$ cat src/rtl/cmp_pkg.sv
// Relation encoding and one-hot flag decode for the comparator and crossing detector.
package cmp_pkg;

  localparam int unsigned REL_W = 2;

  typedef enum logic [REL_W-1:0] {
    REL_UNKNOWN = 2'b00,
    REL_BELOW   = 2'b01,
    REL_EQUAL   = 2'b10,
    REL_ABOVE   = 2'b11
  } rel_e;

  typedef struct packed {
    logic ok;
    rel_e rel;
  } decode_t;

  // ok is low unless exactly one of the three flags is set
  function automatic decode_t onehot_decode(input logic equal, input logic lower,
                                            input logic greater);
    decode_t d;
    d.ok  = 1'b1;
    d.rel = REL_UNKNOWN;
    case ({lower, equal, greater})
      3'b100:  d.rel = REL_BELOW;
      3'b010:  d.rel = REL_EQUAL;
      3'b001:  d.rel = REL_ABOVE;
      default: d.ok  = 1'b0;
    endcase
    return d;
  endfunction

endpackage

$ cat src/rtl/cmp_event_slot.sv
// Single-entry valid/ready event register.
// Ports: clk, rst_n (async low), load/payload_in (producer), ready (consumer accept),
//        valid/payload (slot contents), drop (load refused because slot full, no accept).
module cmp_event_slot #(
  parameter int unsigned PAYLOAD_W = 4
) (
  input  logic                 clk,
  input  logic                 rst_n,
  input  logic                 load,
  input  logic [PAYLOAD_W-1:0] payload_in,
  input  logic                 ready,
  output logic                 valid,
  output logic [PAYLOAD_W-1:0] payload,
  output logic                 drop
);

  logic space;

  // An accept in the same cycle frees the entry for the incoming load
  assign space = ~valid | ready;
  assign drop  = load & ~space;

  always_ff @(posedge clk or negedge rst_n) begin
    if (!rst_n) begin
      valid   <= 1'b0;
      payload <= '0;
    end else if (load && space) begin
      valid   <= 1'b1;
      payload <= payload_in;
    end else if (valid && ready) begin
      valid   <= 1'b0;
    end
  end

endmodule

$ cat src/rtl/cmp_crossing_detector.sv
// Debounced relation tracker downstream of the magnitude comparator.
// Emits one event per committed relation change through a single-entry slot,
// counts crossings (saturating) and keeps sticky overrun / one-hot error flags.
// Ports: clk, rst_n (async low), clr (sync clear of count/sticky flags),
//        in_valid/equal/lower/greater (sample), state (committed relation),
//        event_valid/event_ready/event_from/event_to[/event_time] (event slot),
//        crossing_count, overrun, onehot_err.
// Option: define CMP_CROSS_TIMESTAMP_EN to add a 32-bit timestamp to each event.
module cmp_crossing_detector
  import cmp_pkg::*;
#(
  parameter int unsigned DEBOUNCE_CYCLES = 4,
  parameter int unsigned CNT_W           = 16
) (
  input  logic             clk,
  input  logic             rst_n,
  input  logic             clr,
  input  logic             in_valid,
  input  logic             equal,
  input  logic             lower,
  input  logic             greater,
  output logic [REL_W-1:0] state,
  output logic             event_valid,
  input  logic             event_ready,
  output logic [REL_W-1:0] event_from,
  output logic [REL_W-1:0] event_to,
`ifdef CMP_CROSS_TIMESTAMP_EN
  output logic [31:0]      event_time,
`endif
  output logic [CNT_W-1:0] crossing_count,
  output logic             overrun,
  output logic             onehot_err
);

  localparam logic [7:0] DEB = 8'(DEBOUNCE_CYCLES);

`ifdef CMP_CROSS_TIMESTAMP_EN
  localparam int unsigned PW = 2 * REL_W + 32;
`else
  localparam int unsigned PW = 2 * REL_W;
`endif

  rel_e       state_q;
  rel_e       cand_q;
  rel_e       cand_d;
  logic [7:0] run_q;
  logic [7:0] run_d;
  logic       commit;
  logic       drop;
  decode_t    dec;
  logic [PW-1:0] slot_in;
  logic [PW-1:0] slot_out;

  always_comb begin
    dec    = onehot_decode(equal, lower, greater);
    cand_d = cand_q;
    run_d  = run_q;
    commit = 1'b0;
    if (in_valid) begin
      if (!dec.ok) begin
        run_d = '0;
      end else if (dec.rel == state_q) begin
        run_d  = '0;
        cand_d = state_q;
      end else if (dec.rel == cand_q) begin
        run_d = run_q + 8'd1;
      end else begin
        cand_d = dec.rel;
        run_d  = 8'd1;
      end
      // Commit on the edge that consumes the Nth sample, so state shows it next cycle
      commit = dec.ok && (dec.rel != state_q) && (run_d == DEB);
    end
  end

  always_ff @(posedge clk or negedge rst_n) begin
    if (!rst_n) begin
      state_q <= REL_UNKNOWN;
      cand_q  <= REL_UNKNOWN;
      run_q   <= '0;
    end else begin
      cand_q <= cand_d;
      if (commit) begin
        state_q <= cand_d;
        run_q   <= '0;
      end else begin
        run_q <= run_d;
      end
    end
  end

  always_ff @(posedge clk or negedge rst_n) begin
    if (!rst_n) begin
      crossing_count <= '0;
      overrun        <= 1'b0;
      onehot_err     <= 1'b0;
    end else if (clr) begin
      crossing_count <= '0;
      overrun        <= 1'b0;
      onehot_err     <= 1'b0;
    end else begin
      if (commit && (state_q != REL_UNKNOWN) && (crossing_count != '1))
        crossing_count <= crossing_count + 1'b1;
      if (drop)
        overrun <= 1'b1;
      if (in_valid && !dec.ok)
        onehot_err <= 1'b1;
    end
  end

`ifdef CMP_CROSS_TIMESTAMP_EN
  logic [31:0] ts_q;

  always_ff @(posedge clk or negedge rst_n) begin
    if (!rst_n) ts_q <= '0;
    else        ts_q <= ts_q + 32'd1;
  end

  assign slot_in    = {state_q, cand_d, ts_q};
  assign event_time = slot_out[31:0];
`else
  assign slot_in = {state_q, cand_d};
`endif

  cmp_event_slot #(.PAYLOAD_W(PW)) u_slot (
    .clk        (clk),
    .rst_n      (rst_n),
    .load       (commit),
    .payload_in (slot_in),
    .ready      (event_ready),
    .valid      (event_valid),
    .payload    (slot_out),
    .drop       (drop)
  );

  assign state      = state_q;
  assign event_from = slot_out[PW-1 -: REL_W];
  assign event_to   = slot_out[PW-REL_W-1 -: REL_W];

endmodule
$ cat config.mk
export PLATFORM = sky130hd
export DESIGN_NAME = cmp_crossing_detector
export DESIGN_NICKNAME = d
export VERILOG_FILES = /design/src/rtl/cmp_pkg.sv /design/src/rtl/cmp_event_slot.sv /design/src/rtl/cmp_crossing_detector.sv
export SDC_FILE = /design/constraint.sdc
export NUM_CORES = 1
export LEC_CHECK = 0
export ABC_AREA = 1
export CAP_MARGIN = 20
export CORE_MARGIN = 3
export CORE_UTILIZATION = 29
export DETAILED_ROUTE_END_ITERATION = 16
export SYNTH_ARGS = -nofsm -noshare
export SYNTH_HDL_FRONTEND = slang
export SYNTH_SLANG_ARGS = --single-unit
export TNS_END_PERCENT = 100
$ cat constraint.sdc
create_clock -name clk -period 2.5 [get_ports clk]
set_clock_uncertainty 0.1 [all_clocks]
set_input_delay 0.25 -clock clk [delete_from_list [all_inputs] [get_ports clk]]
set_output_delay 0.25 -clock clk [all_outputs]
set_load 0.03 [all_outputs]
; Word-level counts from Yosys, hierarchy flattened
; Index checks and enable logic that the tools add are counted.
[classes]
n_addsub = 2
eq_ne = 8
mux = 21
bitwise = 4
reduce_logical = 15
[ops]
columns = cell, n
row1 = 2-to-1 mux 8 bit, 6
row2 = 2-to-1 mux 16 bit, 2
row3 = "adder 16 x 1 -> 16 bit, second input constant", 1
row4 = "inequality test 16 bit, second input constant", 1
row5 = nonzero test 2 bit, 6
row6 = "adder 8 x 1 -> 8 bit, second input constant", 1
row7 = "== test 8 x 3 -> 1 bit, second input constant", 1
row8 = 2-to-1 mux 1 bit, 8
row9 = 2-to-1 mux 2 bit, 4
row10 = logical AND 1 bit, 7
row11 = case mux 2 bit (3 select lines), 1
row12 = == test 2 bit, 2
row13 = "== test 3 x 1 -> 1 bit, second input constant", 1
row14 = "== test 3 x 2 -> 1 bit, second input constant", 1
row15 = "== test 3 bit, second input constant", 1
row16 = OR reduction 3 bit, 1
row17 = inequality test 2 bit, 1
row18 = inverter 1 bit, 2
row19 = AND 1 bit, 1
row20 = logical NOT 1 bit, 1
row21 = bitwise OR 1 bit, 1
[word_totals]
register_bits = 35
output_inout_bits = 25

; Logic depth before layout (Yosys ltp)
[logic_depth]
word_depth = 14
ltp_mapped = 15

; Modules after synthesis
; A second synthesis with hierarchy kept.
[hier_totals]
hier_cells = 326
area_unflattened_um2 = 2255.9
[modules_own_cells]
columns = mod, n_inst, cells_each, area_each_um2, seq_area_each_um2
row1 = cmp_crossing_detector, 1, 303, 2053.2, 750.7
row2 = cmp_event_slot, 1, 23, 202.7, 125.1

; Worst setup path before layout
; OpenSTA, ideal clock, no wires.
[synth_path]
kind = register to register
start = reg crossing_count[1]
end = reg crossing_count[10]
setup_time_ps = 113
arrival_time_ps = 1887
required_time_ps = 2287
setup_slack_ps = 401
stages_incl_launch_ff = 12
period_less_slack_ps = 2099
path_cell_list = dfrtp_1 -> ha_1 -> nand2_1 -> nor3_2 -> nand3_1 -> nor2_1 -> a21oi_1 -> clkbuf_1 -> nand4_1 -> nand2_1 -> nand2_1 -> inv_1
[synth_via]
elab_chain_cells = 3
word_cells_on_any_way = 6
cone_classes = 1 x add/sub / 1 x eq/ne / 2 x mux / 2 x reduce/logical
[synth_rtl]
columns = item, line_no
row1 = "start, declared", cmp_crossing_detector.sv:30  ; output logic [CNT_W-1:0] crossing_count,
row2 = "start signal, assigned", cmp_crossing_detector.sv:103  ; crossing_count <= crossing_count + 1'b1;
row3 = adder 16 x 1 -> 16 bit / inequality test 16 bit (equally long branches), "cmp_crossing_detector.sv:103, cmp_crossing_detector.sv:102"
row4 = 2-to-1 mux 16 bit / logical AND 1 bit (equally long branches), cmp_crossing_detector.sv:102  ; if (commit && (state_q != REL_UNKNOWN) && (crossing_count != '1))
row5 = 2-to-1 mux 16 bit / nonzero test 2 bit (equally long branches), --
; Several ways; a longest one is shown, not always the timed one. The select of a mux whose other input is x is not followed.
; A chain may end at the register's enable or synchronous reset.

; Worst setup path after layout
[layout_path]
start = reg run_q[1]
end = reg crossing_count[2]
[layout_via]
elab_chain_cells = 11
[layout_rtl]
columns = item, line_no
row1 = "start, declared", cmp_crossing_detector.sv:46  ; logic [7:0] run_q;
row2 = "start signal, assigned", cmp_crossing_detector.sv:87  ; run_q <= run_d;
row3 = adder 8 x 1 -> 8 bit, cmp_crossing_detector.sv:66  ; run_d = run_q + 8'd1;
row4 = 2-to-1 mux 8 bit, cmp_crossing_detector.sv:65  ; end else if (dec.rel == cand_q) begin
row5 = 2-to-1 mux 8 bit, cmp_crossing_detector.sv:62  ; end else if (dec.rel == state_q) begin
row6 = 2-to-1 mux 8 bit, cmp_crossing_detector.sv:60  ; if (!dec.ok) begin
row7 = 2-to-1 mux 8 bit, cmp_crossing_detector.sv:59  ; if (in_valid) begin
row8 = == test 8 x 3 -> 1 bit, cmp_crossing_detector.sv:72  ; commit = dec.ok && (dec.rel != state_q) && (run_d == DEB);
row9 = logical AND 1 bit, cmp_crossing_detector.sv:72
row10 = 2-to-1 mux 1 bit, cmp_crossing_detector.sv:59
row11 = logical AND 1 bit (2 in a row), cmp_crossing_detector.sv:102
row12 = nonzero test 2 bit (no source line), --
; Every way passes these cells. The select of a mux whose other input is x is not followed.

==> summary.txt <==
Synth
  – Post-synth ARST share: 100%
  – Mapped cell area: 2080 µm²
  – Synth Net Count: 293
  – Synth warnings: 0
  – Synth Instances: 283
  – Syn avg cell area: 7.34 µm²
  – Synth area leader: dfrtp_1
  – Post-synthesis sequential area ratio: 42.1%
  – Distinct cells, synth: 32
  – FF+latch count, synth: 35
  – Synth top cells by count: nand2_1 (72), inv_1 (51), dfrtp_1 (35), nor2_1 (35), nand3_1 (16)
  – Count leader, synth: nand2_1
  – Post-synth EDFFs: 0
  – Post-synth top area share: 42.1%
  – Synth area leaders: dfrtp_1 (42%), nand2_1 (13%), inv_1 (9.2%), nor2_1 (6.3%), nand3_1 (3.9%)
  – Main synth FF type: dfrtp_1

Hold path
  – Worst hold path type: in2async

Layout
  – Post-Layout Cell Count: 417
  – Ant diodes: 0
  – FILL cells: 699
  – Share of cells above drive strength 1: 9.03%
  – Core Util, Final: 38.4%
  – Final net count: 331
  – P&R area growth vs syn: 26.9%

Power
  – Logic pwr share: 10.1%
  – Maximum VDD drop: 169 µV
  – Switching Fraction: 24.0%
  – NetSw: 0.287 mW
  – Internal power: 0.909 mW
  – Clock power frac: 41.3%
  – Pwr dens: 454 nW/µm²
  – LEAKAGE: 1.26 nW
  – Part of the power in registers: 48.6%

Global route
  – Largest net degree at the start of global routing: 36
  – Vias in the first global route: 1764
  – First-pass GRT wire length: 8.16 mm
  – Total congestion overflow: 0
  – Initial antenna violation count: 0
  – Total GRT Usage: 12.1%

Routing
  – Drc violations: 0
  – Routed Antenna Nets: 0
  – Vias per inst: 4.44
  – Via count: 1852
  – Drt initial violations: 113
  – Routed wire length: 4.60 mm
  – TritonRoute pass-1 iters: 4
  – Wirelength per Cell: 11.0 µm

Placement
  – DP HPWL: 3.41 mm
  – Dpl cells: 410
  – GP Congestion: 0.817
  – Port Buf Inserts: 32

Setup path
  – CP Class: reg2reg
  – Setup slack, reg-to-reg: 0.26 ns
  – Crit-path cells: ha_1 > nand2_1 > nor2_2 > xnor2_1 > nand3_1 > nor2_1 > nand3_4 > nor2_8 > buf_12 > nand2_1 > o21ai_0 > nor2_1
  – CP endpoint kind: flop
  – Startpoint class of the critical path: flop
  – CP max stage delay: 0.38 ns
  – Worst Path Max Fanout: 21
  – Required time of the critical path: 2.58 ns
  – Crit path max-delay cell type: dfrtp_1
  – Worst path arrival time: 2.32 ns

Die
  – IO Pins: 33
  – Core Region: 6870 µm²
  – Die area: 8220 µm²
  – Die Wd: 90.7 µm
  – Core Rows: 30
  – Die H: 90.7 µm
  – Initial Util: 30.3%

Clocking
  – Number of post-CTS setup repair buffers: 0
  – Total CTS buffers: 5
  – CTS tree: yes
  – # clock sinks: 35
  – Hold buffers post-CTS: 0
  – Cts repair resizes: 0
  – Clock Latency Late Sink: 0.29 ns
  – Clock-pin slew on the worst setup and hold paths: 0.07 ns
  – H-tree depth: 2
  – Max Root-Sink Buffers: 2
  – Clock root buffer: clkbuf_8

Timing
  – Hold slack: 0.270 ns
  – Final setup TNS: 0 ns
  – Slew Limit Fails: 0
  – RSZ-0062 raised after global routing: no
  – Slew HR: 65.7%
  – Tmin final: 2.24 ns
  – Worst slew pin tran: 0.510 ns
  – Final hold vios: 0
  – Final Cycle Share: 89.5%
  – Fmax: 0.447 GHz
  – Final setup violating endpoints: 0

Flow run
  – Maxcap violations: 0

Status
  – Status: complete, no violations
==> worst paths after layout <==
check | to | cells after the start | startpoint
min reg2reg | overrun | 2 | overrun
min | u_slot.valid | 2 | rst_n
min in group clk | overrun | 2 | overrun
max | crossing_count[2] | 12 | run_q[1]
max reg2reg | crossing_count[2] | 12 | run_q[1]
max in group asynchronous | u_slot.payload[1] | 2 | rst_n
==> cell type report <==
type,instances,area [µm²],area share [%]
multi-input cells,187,961,36.4
flip-flops and latches,35,876,33.2
repair buffers,37,370,14.0
inverters,55,206,7.83
well taps,96,120,4.56
clock buffers,6,72.6,2.75
clock inverters,1,30.0,1.14
==> registers in the layout (all words and copies together), names as in the netlist <==
| name | flops |
|---|---|
| run_q | 8 |
| onehot_err | 1 |
| crossing_count | 16 |
| state | 2 |
| cand_q | 2 |
| u_slot.valid | 1 |
| overrun | 1 |
| u_slot.payload | 4 |
==> kinds of logic (layout without fill, tap and decap cells) <==
family	count (synthesis)	after routing	share of synthesized area [%]
AND/OR/NAND/NOR	154	154	35.7
buffers and inverters	61	99	11.6
flip-flops	35	35	42.1
AO/OA/AOI/OAI	28	28	8.07
XOR/XNOR	3	3	1.26
adder cells (fa/ha/maj)	2	2	1.20
==> layout by cell type, fill, tap and decap left out, drive strengths merged <==
master / netlist / routed
a21oi: 5 / 5
nor2: 38 / 38
inv: 55 / 55
o21a: 1 / 1
o22ai: 2 / 2
nand2: 75 / 75
o21bai: 3 / 3
clkbuf: 3 / 6
o31ai: 2 / 2
xor2: 2 / 2
o21ai: 12 / 12
nand3: 23 / 23
buf: 3 / 5
nand4: 11 / 11
nor4: 1 / 1
nor3: 5 / 5
nand3b: 1 / 1
clkdlybuf4s50: 0 / 32
bufinv: 0 / 1
o41ai: 2 / 2
ha: 2 / 2
dfrtp: 35 / 35
o211ai: 1 / 1
xnor2: 1 / 1
==> worst max-delay path, delay by kind of cell (launching register included) <==
family                     cells  cell delay (ns)
AOI/OAI and AO/OA              1             0.16
xor gates and xnor gates       1             0.17
adders and majority gates      1             0.19
buffers and inverters          1             0.16
DFF                            1             0.38
and+or+nand+nor                8             0.96
==> stage by stage <==
stage | power (mW) | worst slack [ns] | cell area [µm²]
2_1_floorplan | 0.669 | 0.401 | 2080
3_3_place_gp | 0.713 | 0.0936 | 2530
3_5_place_dp | 0.715 | 0.0348 | 2530
4_1_cts | 1.21 | 0.269 | 2640
5_1_grt | 1.25 | 0.0355 | 2640
6_report | 1.20 | 0.263 | 2640
==> power by group through the flow <==
stage / registers [mW] / clock network [mW] / logic (mW)
2_1_floorplan: 0.595 / 0 / 0.0741
3_3_place_gp: 0.593 / 0 / 0.120
3_5_place_dp: 0.593 / 0 / 0.122
4_1_cts: 0.582 / 0.509 / 0.122
5_1_grt: 0.584 / 0.532 / 0.134
6_report: 0.582 / 0.494 / 0.120
==> layer usage <==
metal | part of all wire [%] | global-route usage (%) | vias up
met2 | 44 | 17.7 | 37
met3 | 4.5 | 3.58 | 6
met5 | 0 | 0 | -
li1 | - | - | 962
met4 | 1.3 | 3.83 | 0
met1 | 51 | 17.1 | 847
Note: power is estimated with default switching activity, not from simulation.
